File: config.mk
export PLATFORM = sky130hd
export DESIGN_NAME = uram_read_streamer_flat
export DESIGN_NICKNAME = d
export VERILOG_FILES = /design/src/rtl/uram_read_streamer_pkg.sv /design/src/rtl/uram_read_streamer_if.sv /design/src/rtl/uram_read_streamer_fifo.sv /design/src/rtl/uram_read_streamer.sv /design/src/flat_wrapper.sv
export SDC_FILE = /design/constraint.sdc
export NUM_CORES = 1
export LEC_CHECK = 0
export BUFFER_PORTS_ARGS = -buffer_cell sky130_fd_sc_hd__buf_2
export CORE_ASPECT_RATIO = 0.9
export CORE_MARGIN = 1.5
export CORE_UTILIZATION = 35
export CTS_CLUSTER_SIZE = 28
export DETAILED_ROUTE_END_ITERATION = 6
export GPL_TIMING_DRIVEN = 1
export PLACE_DENSITY = 0.49
export SLEW_MARGIN = 10
export SYNTH_ARGS = -nofsm -noshare
export SYNTH_HDL_FRONTEND = slang
export SYNTH_SLANG_ARGS = --single-unit
File: constraint.sdc
create_clock -name clock -period 9.25 [get_ports clock]
set_input_delay 0.925 -clock clock [delete_from_list [all_inputs] [get_ports clock]]
set_output_delay 0.925 -clock clock [all_outputs]
set_load 0.005 [all_outputs]
File: src/rtl/uram_read_streamer_pkg.sv
// Shared types and constants for the URAM read streamer and its output FIFO.
package uram_stream_pkg;

  // Width of occupancy / credit counters; FIFO_DEPTH plus in-flight reads must fit.
  localparam int unsigned CREDIT_W = 8;

  typedef enum logic [1:0] {
    IDLE  = 2'd0,
    ISSUE = 2'd1,
    DRAIN = 2'd2
  } stream_state_e;

endpackage

File: src/rtl/uram_read_streamer_if.sv
// Command, URAM read port and result stream of the streamer, bundled as one interface.
interface uram_read_streamer_if #(
  parameter int DATA_WIDTH    = 64,
  parameter int ADDRESS_WIDTH = 12
) ();
  logic                     cmd_valid;
  logic                     cmd_ready;
  logic [ADDRESS_WIDTH-1:0] cmd_base;
  logic [ADDRESS_WIDTH:0]   cmd_count;
  logic [ADDRESS_WIDTH-1:0] mem_raddr;
  logic [DATA_WIDTH-1:0]    mem_dout;
  logic                     out_valid;
  logic                     out_ready;
  logic [DATA_WIDTH-1:0]    out_data;
  logic                     out_last;

  modport master (
    input  cmd_valid, cmd_base, cmd_count, mem_dout, out_ready,
    output cmd_ready, mem_raddr, out_valid, out_data, out_last
  );

  modport slave (
    output cmd_valid, cmd_base, cmd_count, mem_dout, out_ready,
    input  cmd_ready, mem_raddr, out_valid, out_data, out_last
  );
endinterface

File: src/rtl/uram_read_streamer_fifo.sv
// stream_fifo: synchronous FIFO holding returned words plus their last flag; the head
// entry is presented directly so it stays stable while the consumer stalls.
module stream_fifo
  import uram_stream_pkg::*;
#(
  parameter int DEPTH = 4,
  parameter int WIDTH = 65
) (
  input  logic                clock,
  input  logic                reset,
  input  logic                wr_en,
  input  logic [WIDTH-1:0]    wr_data,
  input  logic                rd_en,
  output logic [WIDTH-1:0]    rd_data,
  output logic                valid,
  output logic [CREDIT_W-1:0] count
);
  localparam int PTR_W = (DEPTH > 1) ? $clog2(DEPTH) : 1;

  logic [WIDTH-1:0]    mem_r [DEPTH];
  logic [PTR_W-1:0]    head_r;
  logic [PTR_W-1:0]    tail_r;
  logic [CREDIT_W-1:0] count_r;
  logic                pop_s;

  function automatic logic [PTR_W-1:0] next_ptr(input logic [PTR_W-1:0] p);
    if (p == PTR_W'(DEPTH - 1)) begin
      next_ptr = '0;
    end else begin
      next_ptr = p + PTR_W'(1'b1);
    end
  endfunction

  assign pop_s = rd_en && (count_r != {CREDIT_W{1'b0}});

  // Storage write; contents need no reset since count_r qualifies every read.
  always_ff @(posedge clock) begin
    if (wr_en) begin
      mem_r[tail_r] <= wr_data;
    end
  end

  // Pointer and occupancy bookkeeping.
  always_ff @(posedge clock) begin
    if (reset) begin
      head_r  <= '0;
      tail_r  <= '0;
      count_r <= '0;
    end else begin
      if (wr_en) begin
        tail_r <= next_ptr(tail_r);
      end
      if (pop_s) begin
        head_r <= next_ptr(head_r);
      end
      case ({wr_en, pop_s})
        2'b10:   count_r <= count_r + {{(CREDIT_W-1){1'b0}}, 1'b1};
        2'b01:   count_r <= count_r - {{(CREDIT_W-1){1'b0}}, 1'b1};
        default: count_r <= count_r;
      endcase
    end
  end

  assign rd_data = mem_r[head_r];
  assign valid   = (count_r != {CREDIT_W{1'b0}});
  assign count   = count_r;
endmodule

File: src/rtl/uram_read_streamer.sv
// uram_read_streamer: reads cmd_count consecutive URAM words from cmd_base and streams
// them out; reads are issued only against free FIFO credit so the buffer never overflows.
module uram_read_streamer
  import uram_stream_pkg::*;
#(
  parameter int DATA_WIDTH    = 64,
  parameter int ADDRESS_WIDTH = 12,
  parameter int READ_LATENCY  = 2,
  parameter int FIFO_DEPTH    = 4
) (
  input  logic                 clock,
  input  logic                 reset,
  uram_read_streamer_if.master bus,
  output logic                 busy
);
  localparam logic [CREDIT_W-1:0]      DEPTH_C    = CREDIT_W'(FIFO_DEPTH);
  localparam logic [ADDRESS_WIDTH:0]   COUNT_ONE  = {{ADDRESS_WIDTH{1'b0}}, 1'b1};
  localparam logic [ADDRESS_WIDTH:0]   COUNT_ZERO = {(ADDRESS_WIDTH+1){1'b0}};
  localparam logic [ADDRESS_WIDTH-1:0] ADDR_ONE   = {{(ADDRESS_WIDTH-1){1'b0}}, 1'b1};

  stream_state_e             state_r;
  stream_state_e             state_next_s;
  logic                      cmd_ready_r;
  logic [ADDRESS_WIDTH-1:0]  raddr_r;
  logic [ADDRESS_WIDTH:0]    remaining_r;
  logic [READ_LATENCY-1:0]   tag_valid_r;
  logic [READ_LATENCY-1:0]   tag_last_r;
  logic                      ret_valid_r;
  logic [DATA_WIDTH:0]       ret_word_r;
  logic                      accept_s;
  logic                      issue_s;
  logic                      last_issue_s;
  logic                      pop_s;
  logic                      done_s;
  logic [CREDIT_W-1:0]       inflight_s;
  logic [CREDIT_W-1:0]       occupancy_s;
  logic [CREDIT_W-1:0]       fifo_count_s;
  logic                      fifo_valid_s;
  logic [DATA_WIDTH:0]       fifo_word_s;

  assign accept_s = bus.cmd_valid && cmd_ready_r;
  assign pop_s    = fifo_valid_s && bus.out_ready;
  assign done_s   = pop_s && fifo_word_s[DATA_WIDTH];

  // Credit: tags in the latency pipe, the capture stage and FIFO entries, minus this cycle's pop.
  always_comb begin
    inflight_s = {{(CREDIT_W-1){1'b0}}, ret_valid_r};
    for (int i = 0; i < READ_LATENCY; i++) begin
      inflight_s = inflight_s + {{(CREDIT_W-1){1'b0}}, tag_valid_r[i]};
    end
    occupancy_s = inflight_s + fifo_count_s - {{(CREDIT_W-1){1'b0}}, pop_s};
  end

  // FSM state register; cmd_ready tracks the next state so it is low while in reset.
  always_ff @(posedge clock) begin
    if (reset) begin
      state_r     <= IDLE;
      cmd_ready_r <= 1'b0;
    end else begin
      state_r     <= state_next_s;
      cmd_ready_r <= (state_next_s == IDLE);
    end
  end

  // FSM next-state logic.
  always_comb begin
    state_next_s = state_r;
    case (state_r)
      IDLE: begin
        if (accept_s && (bus.cmd_count != COUNT_ZERO)) begin
          state_next_s = ISSUE;
        end else begin
          state_next_s = IDLE;
        end
      end
      ISSUE: begin
        if (last_issue_s) begin
          state_next_s = DRAIN;
        end else begin
          state_next_s = ISSUE;
        end
      end
      DRAIN: begin
        if (done_s) begin
          state_next_s = IDLE;
        end else begin
          state_next_s = DRAIN;
        end
      end
      default: state_next_s = IDLE;
    endcase
  end

  // FSM outputs: a read issues on the address currently presented when credit allows.
  always_comb begin
    issue_s      = 1'b0;
    last_issue_s = 1'b0;
    case (state_r)
      ISSUE: begin
        issue_s      = (occupancy_s < DEPTH_C);
        last_issue_s = issue_s && (remaining_r == COUNT_ONE);
      end
      default: begin
        issue_s      = 1'b0;
        last_issue_s = 1'b0;
      end
    endcase
  end

  // Address and remaining-word counters; the address holds on stall and after the last read.
  always_ff @(posedge clock) begin
    if (reset) begin
      raddr_r     <= '0;
      remaining_r <= '0;
    end else if (accept_s) begin
      raddr_r     <= bus.cmd_base;
      remaining_r <= bus.cmd_count;
    end else if (issue_s) begin
      remaining_r <= remaining_r - COUNT_ONE;
      if (!last_issue_s) begin
        raddr_r <= raddr_r + ADDR_ONE;
      end
    end else begin
      raddr_r     <= raddr_r;
      remaining_r <= remaining_r;
    end
  end

  // Tag pipe aligned with URAM latency, then a capture stage feeding the FIFO.
  always_ff @(posedge clock) begin
    if (reset) begin
      tag_valid_r <= '0;
      tag_last_r  <= '0;
      ret_valid_r <= 1'b0;
      ret_word_r  <= '0;
    end else begin
      tag_valid_r[0] <= issue_s;
      tag_last_r[0]  <= last_issue_s;
      for (int i = 1; i < READ_LATENCY; i++) begin
        tag_valid_r[i] <= tag_valid_r[i-1];
        tag_last_r[i]  <= tag_last_r[i-1];
      end
      ret_valid_r <= tag_valid_r[READ_LATENCY-1];
      ret_word_r  <= {tag_last_r[READ_LATENCY-1], bus.mem_dout};
    end
  end

  stream_fifo #(
    .DEPTH (FIFO_DEPTH),
    .WIDTH (DATA_WIDTH + 1)
  ) u_fifo (
    .clock   (clock),
    .reset   (reset),
    .wr_en   (ret_valid_r),
    .wr_data (ret_word_r),
    .rd_en   (pop_s),
    .rd_data (fifo_word_s),
    .valid   (fifo_valid_s),
    .count   (fifo_count_s)
  );

  assign bus.cmd_ready = cmd_ready_r;
  assign bus.mem_raddr = raddr_r;
  assign bus.out_valid = fifo_valid_s;
  assign bus.out_data  = fifo_word_s[DATA_WIDTH-1:0];
  assign bus.out_last  = fifo_valid_s && fifo_word_s[DATA_WIDTH];
  assign busy          = (state_r != IDLE);
endmodule

File: src/flat_wrapper.sv
// flat-port wrapper written by rule: the top's interface ports become plain ports
module uram_read_streamer_flat import uram_stream_pkg::*;
#(
  parameter int DATA_WIDTH    = 64,
  parameter int ADDRESS_WIDTH = 12,
  parameter int READ_LATENCY  = 2,
  parameter int FIFO_DEPTH    = 4
)
  (clock, reset, busy, bus_cmd_valid, bus_cmd_base, bus_cmd_count, bus_mem_dout, bus_out_ready, bus_cmd_ready, bus_mem_raddr, bus_out_valid, bus_out_data, bus_out_last);
  uram_read_streamer_if #(.DATA_WIDTH(DATA_WIDTH), .ADDRESS_WIDTH(ADDRESS_WIDTH)) bus_i ();
  input  logic clock;
  input  logic reset;
  output logic busy;
  input wire logic [$bits(bus_i.cmd_valid)-1:0] bus_cmd_valid;
  input wire logic [$bits(bus_i.cmd_base)-1:0] bus_cmd_base;
  input wire logic [$bits(bus_i.cmd_count)-1:0] bus_cmd_count;
  input wire logic [$bits(bus_i.mem_dout)-1:0] bus_mem_dout;
  input wire logic [$bits(bus_i.out_ready)-1:0] bus_out_ready;
  output wire logic [$bits(bus_i.cmd_ready)-1:0] bus_cmd_ready;
  output wire logic [$bits(bus_i.mem_raddr)-1:0] bus_mem_raddr;
  output wire logic [$bits(bus_i.out_valid)-1:0] bus_out_valid;
  output wire logic [$bits(bus_i.out_data)-1:0] bus_out_data;
  output wire logic [$bits(bus_i.out_last)-1:0] bus_out_last;
  assign bus_i.cmd_valid = bus_cmd_valid;
  assign bus_i.cmd_base = bus_cmd_base;
  assign bus_i.cmd_count = bus_cmd_count;
  assign bus_i.mem_dout = bus_mem_dout;
  assign bus_i.out_ready = bus_out_ready;
  assign bus_cmd_ready = bus_i.cmd_ready;
  assign bus_mem_raddr = bus_i.mem_raddr;
  assign bus_out_valid = bus_i.out_valid;
  assign bus_out_data = bus_i.out_data;
  assign bus_out_last = bus_i.out_last;
  uram_read_streamer #(.DATA_WIDTH(DATA_WIDTH), .ADDRESS_WIDTH(ADDRESS_WIDTH), .READ_LATENCY(READ_LATENCY), .FIFO_DEPTH(FIFO_DEPTH)) u_core (.clock(clock), .reset(reset), .bus(bus_i), .busy(busy));
endmodule
Word level (Yosys, flattened, before mapping)
Memories as Yosys holds them, arrays and structs flattened. A register that Yosys moved wholly into a read port is not among the register bits.
Cells that the tools add are included.
{"block": "classes", "n_addsub": 10, "multipliers": 0, "div_mod_pow": 0, "magnitude_cmp": 1, "n_eq_ne": 8, "shifts": 0, "muxes": 18, "n_bitwise": 0, "reduce_logical": 15}
{"cell": "2-to-1 mux 12 bit", "n": 3}
{"cell": "2-to-1 mux 13 bit", "n": 2}
{"cell": "case mux 8 bit (2 select lines)", "n": 1}
{"cell": "equality test 13 x 1 -> 1 bit, second input constant", "n": 1}
{"cell": "nonzero test 13 bit", "n": 1}
{"cell": "subtractor 13 x 1 -> 13 bit, second input constant", "n": 1}
{"cell": "adder 12 x 1 -> 12 bit, second input constant", "n": 1}
{"cell": "2-to-1 mux 2 bit", "n": 6}
{"cell": "adder 8 x 1 -> 8 bit", "n": 1}
{"cell": "adder 8 x 1 -> 8 bit, second input constant", "n": 1}
{"cell": "adder 8 bit", "n": 1}
{"cell": "equality test 2 bit, second input constant", "n": 4}
{"cell": "less-than comparator 8 x 3 -> 1 bit, second input constant", "n": 1}
{"cell": "nonzero test 8 bit", "n": 1}
{"cell": "subtractor 8 x 1 -> 8 bit", "n": 1}
{"cell": "subtractor 8 x 1 -> 8 bit, second input constant", "n": 1}
{"cell": "logical AND 1 bit", "n": 7}
{"cell": "case mux 2 bit (3 select lines)", "n": 1}
{"cell": "nonzero test 2 bit", "n": 3}
{"cell": "2-to-1 mux 1 bit", "n": 5}
{"cell": "adder 2 x 1 -> 2 bit, second input constant", "n": 2}
{"cell": "equality test 2 x 1 -> 1 bit, second input constant", "n": 2}
{"cell": "logical NOT 2 bit", "n": 2}
{"cell": "adder 1 x 1 -> 2 bit", "n": 1}
{"cell": "2 further kinds", "n": 2}
{"block": "totals", "ff_bits": 110, "latch_bits": 0, "ramBits": 260, "rom_bits": 0, "out_inout_bits": 80, "word_cells": 64, "memories": 1}
{"memory": "u_core.u_fifo.mem_r", "words": 4, "word_bits": 65, "read_ports": 1, "rd_ports_with_merged_regs": 1, "write_ports": 1, "line_no": "uram_read_streamer_fifo.sv:20", "rtl": "logic [WIDTH-1:0] mem_r [DEPTH];"}

Depth between registers and ports, before layout
{"block": "depth", "ltp_word": 10, "ltp_mapped": 16, "ltp_nobuf": 14}

Modules after synthesis
A second synthesis with hierarchy kept.
{"block": "unflattened", "cells_unflattened": 883, "hier_area_um2": 14435.1}
{"mod": "stream_fifo", "instances": 1, "cells_each": 459, "area_each_um2": 10361.2, "seq_area_each_um2": 8087.8}
{"mod": "uram_read_streamer", "instances": 1, "cells_each": 424, "area_each_um2": 4073.9, "seq_area_each_um2": 1961.9}

Worst setup path before layout
OpenSTA, ideal clock, no wires.
{"block": "synth_path", "path_type": "input port to flip-flop", "from": "in bus_out_ready", "to": "reg u_core.raddr_r[3], in the netlist u_core.bus.mem_raddr[3]", "setup_time_ns": 0.074, "arrival_ns": 3.656, "path_slack_ns": 5.520, "path_stages": 12, "n_path_buf": 1, "cell_sequence": "nand2_1 inv_1 ha_1 inv_1 ha_1 a211o_1 a221oi_1 nor2_1 or4_4 buf_6 or4_1 a31oi_1"}
{"block": "synth_via", "elab_chain_cells": 7}
{"item": "start: declaration", "line_no": "flat_wrapper.sv:18", "rtl": "input wire logic [$bits(bus_i.out_ready)-1:0] bus_out_ready;"}
{"item": "logical AND 1 bit *", "line_no": "uram_read_streamer.sv:42", "rtl": "assign pop_s = fifo_valid_s && bus.out_ready;"}
{"item": "subtractor 8 x 1 -> 8 bit *", "line_no": "uram_read_streamer.sv:51", "rtl": "occupancy_s = inflight_s + fifo_count_s - {{(CREDIT_W-1){1'b0}}, pop_s};"}
{"item": "less-than comparator 8 x 3 -> 1 bit *", "line_no": "uram_read_streamer.sv:100", "rtl": "issue_s = (occupancy_s < DEPTH_C);"}
{"item": "logical AND 1 bit", "line_no": "uram_read_streamer.sv:101", "rtl": "last_issue_s = issue_s && (remaining_r == COUNT_ONE);"}
{"item": "2-to-1 mux 1 bit", "line_no": "uram_read_streamer.sv:98", "rtl": "case (state_r)"}
{"item": "inequality test 2 x 1 -> 1 bit (no source line)"}
{"item": "AND reduction 2 bit (no source line) *"}
{"item": "end signal: assignment", "line_no": "uram_read_streamer.sv:116", "rtl": "raddr_r <= bus.cmd_base;"}
{"item": "end signal: assignment", "line_no": "uram_read_streamer.sv:121", "rtl": "raddr_r <= raddr_r + ADDR_ONE;"}
{"item": "end signal: assignment", "line_no": "uram_read_streamer.sv:124", "rtl": "raddr_r <= raddr_r;"}
{"item": "end: declaration", "line_no": "uram_read_streamer.sv:24", "rtl": "logic [ADDRESS_WIDTH-1:0] raddr_r;"}
Mark *: on every way between the ends. The rest lies on a longest branch, timed or not.
A chain may end at the register's enable or synchronous reset.

Worst setup path in the final report
{"block": "layout_path", "from": "reg u_core.u_fifo.count_r[2], in the netlist u_core.u_fifo.count[2]", "to": "reg u_core.raddr_r[2], in the netlist u_core.bus.mem_raddr[2]"}
{"block": "layout_via", "elab_chain_cells": 8}
{"item": "start: declaration", "line_no": "uram_read_streamer_fifo.sv:23", "rtl": "logic [CREDIT_W-1:0] count_r;"}
{"item": "start signal: assignment", "line_no": "uram_read_streamer_fifo.sv:57", "rtl": "2'b10: count_r <= count_r + {{(CREDIT_W-1){1'b0}}, 1'b1};"}
{"item": "start signal: assignment", "line_no": "uram_read_streamer_fifo.sv:58", "rtl": "2'b01: count_r <= count_r - {{(CREDIT_W-1){1'b0}}, 1'b1};"}
{"item": "start signal: assignment", "line_no": "uram_read_streamer_fifo.sv:59", "rtl": "default: count_r <= count_r;"}
{"item": "parallel branches: the longest is 2 deep, another holds adder 8 bit"}
{"item": "subtractor 8 x 1 -> 8 bit *", "line_no": "uram_read_streamer.sv:51"}
{"item": "less-than comparator 8 x 3 -> 1 bit *", "line_no": "uram_read_streamer.sv:100"}
{"item": "logical AND 1 bit", "line_no": "uram_read_streamer.sv:101"}
{"item": "2-to-1 mux 1 bit", "line_no": "uram_read_streamer.sv:98"}
{"item": "inequality test 2 x 1 -> 1 bit (no source line)"}
{"item": "AND reduction 2 bit (no source line) *"}
Every way passes the cells marked *.

==> impl_metrics.yaml <==
synth:
  synth.avg_cell_area_sq_um: 16.2
  synth.net_count: 1004
  seq_area_frac_synth_pct: 70.5
  ys_top_cells_by_area: "edfxtp_1, dfxtp_1, mux4_2"
  synth_top_area_share_pct: 54.8
  yosys.cell_types.count: 55
  yosys.area.top_type: "edfxtp_1"
  synth_seq_cells: 372
  synthFlopType: "edfxtp_1"
  async_flop_share_pct: 0
  ys_warn_count: 0
  synth_area_sq_um: 14300
  synthCells: 882
  synth_edf_count: 260
floorplan:
  io_pins: 173
  initial_utilization_pct: 35.8
  rows: 69
  die_w_microns: 216
  fp.dieArea_sq_um: 41900
  dieHeight_microns: 194
  coreArea_sq_um: 39800
power_and_ir_drop:
  total_leakage_power_nw: 5.97
  powerDensity_nw_per_um2: 294
  ir_drop_v: 0.000343
critical_path:
  crit_family: "simple AND/OR/NAND/NOR gates"
  path_max_fanout: 21
  reg2reg_slack_ps: 5330
  cpMaxStageDelayCell: "or4_4"
  cp.buffers_inverters: 3
  cp-end-kind: "flop"
  required_ps: 9700
  cp-start-kind: "flop"
  worstSetupPathType: "flop to flop"
  crit_chain: "inv_1, ha_1, nand4_1, nand2_1, inv_1, ha_1, inv_1, ha_1, a211o_1, a221oi_1, nor2_1, or4_4, or4_1, a311oi_1"
  slowest_delay_ps: 670
  arrival_ps: 4370
place:
  gp_congestion: 0.770
  dp_cells: 1554
  portBuffers: 172
  dpl_worst_slack_ps: 5070
  hpwl_microns: 18100
final_layout:
  fin_cells: 1625
  n_antenna_cell: 0
  final_net_count: 1186
  syn2layout_area_growth_pct: 19.5
  drive_gt1_share_pct: 29.1
clock_network:
  htree_levels: 2
  clock_latency_ps: 550
  postCtsSetupBuffers: 0
  cts-root-buf: "clkbuf_16"
  cts_resized: 0
  cts_buffer_depth: 3
  cts_tree: "built"
  ctsHoldBuffers: 0
  cts.sinks: 372
  clkTransAtPathRegs_ps: 60
  cts_buffers: 40
sta:
  final-setup-viol-count: 0
  finClkSkew_ps: 11.4
  worst_pin_slew_ps: 1070
  finalMaxSlewViolations: 0
  rsz0062_at_grt: "false"
  tns_ps: 0
  finalCritPeriodShare_pct: 42.4
  max_freq_mhz: 255
  min_period_ps: 3920
  hold_ws_ps: 433
  max_slew_margin_pct: 27.9
  final.setup.worst_slack_ps: 5330
  finalHoldViolations: 0
route:
  routed_wl_microns: 30800
  detail_route.wl_per_cell_microns: 18.9
  vias: 8115
  drt_iter0_drc: 429
  ant_nets: 0
  drt-pass1-iter-count: 5
  vias_per_cell: 4.99
  drc: 0
grt:
  met3_usage_pct: 3.33
  use_met2_pct: 22.7
  grt_max_degree: 66
  overflow: 0
  grt.met1_usage_pct: 20.8
  grt_pass1_wl_microns: 47800
  top_usage_layer: "met2"
  track_usage_pct: 14.8
  grt_pass1_vias: 8240
  antenna_found_initial: 1
hold_path:
  hold_class: "flop to flop"
run:
  maxCapViolCount: 0
run_status:
  status: "completed"
==> area by class of cell <==
cell class / count / area (sq um)
repair buffers: 183 / 946
flip-flops and latches: 372 / 10100
fillers: 3591 / 22800
well taps: 532 / 666
clock inverters: 14 / 209
inverters: 29 / 109
multi-input cells: 438 / 3940
clock buffers: 57 / 1110
==> registers in the layout, summed over array words and instances, names as in the netlist, named ones only <==
name                  cells
u_core.tag_valid_r        2
u_core.ret_word_r        65
u_core.u_fifo.head_r      2
u_core.remaining_r       13
u_core.bus.mem_raddr     12
u_core.u_fifo.count       8
u_core.u_fifo.tail_r      2
u_core.state_r            2
u_core.u_fifo.mem_r     260
u_core.bus.cmd_ready      1
u_core.tag_last_r         2
u_core.ret_valid_r        1
==> cells by family (layout without fill, tap and decap cells) <==
| family | count (synthesis) | in the layout | synth area share [%] |
|---|---|---|---|
| muxes | 68 | 68 | 10.5 |
| adders and majority gates | 29 | 29 | 2.60 |
| buffers and inverters | 72 | 283 | 1.97 |
| and+or+nand+nor | 246 | 246 | 9.88 |
| DFF | 372 | 372 | 70.5 |
| xor gates and xnor gates | 4 | 4 | 0.246 |
| AOI/OAI and AO/OA | 91 | 91 | 4.32 |
==> metrics by stage <==
step                cell area (sq um)  total power, mW  utilization [%]
floorplan                       14300             3.02                -
global placement                15700             3.43             39.5
detailed placement              15700             3.43             39.5
CTS                             17000             5.07             42.8
global route                    17000             5.29             42.8
finish                          17000             5.00             42.8
==> Yosys cell counts, types with 10 or more instances <==
library cell,number
edfxtp_1,260
dfxtp_1,112
nor2b_1,72
mux4_2,65
nor2_1,32
clkbuf_1,31
inv_1,29
ha_1,28
nand2_1,25
nor3_1,22
o21ai_0,22
nand3_1,20
a21oi_1,16
nor4_1,10
or4_1,10
==> where the power goes <==
part | leakage, nW | total, mW | internal, mW | switching, mW
clock network | 0.643 | 1.61 | 0.979 | 0.629
logic | 2.04 | 1.43 | 0.538 | 0.893
registers | 3.29 | 1.96 | 1.87 | 0.0889
==> routing by layer <==
layer,wire (microns),up-vias
li1,-,3794
met2,13800,215
met4,677,2
met1,14600,4054
met5,17,-
met3,1690,50
==> cell usage in the layout (no fill, tap or decap), drive strengths merged, types with 7 or more instances in the layout <==
cell and instances:
dfxtp 112, or4 11, nor2 32, nor2b 72, nor4b 8, nor3 23
edfxtp 260, inv 30, nand2 25, a311oi 8, clkbuf 57, a31oi 9
clkinv 8, buf 183, and3 9, and2 9, nor4 11, nand4 7
ha 28, o21ai 22, mux4 65, nand3 20, o31ai 8, a21oi 16
==> worst register-to-register path: stages, from the launching register on <==
cell and delay (ps):
dfxtp_1 400, inv_1 90, ha_1 200, nand4_1 130, nand2_1 130, inv_1 150, ha_1 240, inv_1 60
ha_1 210, a211o_1 280, a221oi_1 340, nor2_1 130, or4_4 670, or4_1 540, a311oi_1 260
==> final timing paths <==
check | from | cells after the start | end
max reg2reg | u_core.u_fifo.count[2]$_SDFFE_PP0P_ | 14 | u_core.bus.mem_raddr[2]$_SDFFE_PP0P_
max | u_core.u_fifo.count[2]$_SDFFE_PP0P_ | 14 | u_core.bus.mem_raddr[2]$_SDFFE_PP0P_
min reg2reg | u_core.tag_last_r[1]$_SDFF_PP0_ | 1 | u_core.ret_word_r[64]$_SDFF_PP0_
min | u_core.tag_last_r[1]$_SDFF_PP0_ | 1 | u_core.ret_word_r[64]$_SDFF_PP0_
Power figures use the tool's default switching activity.
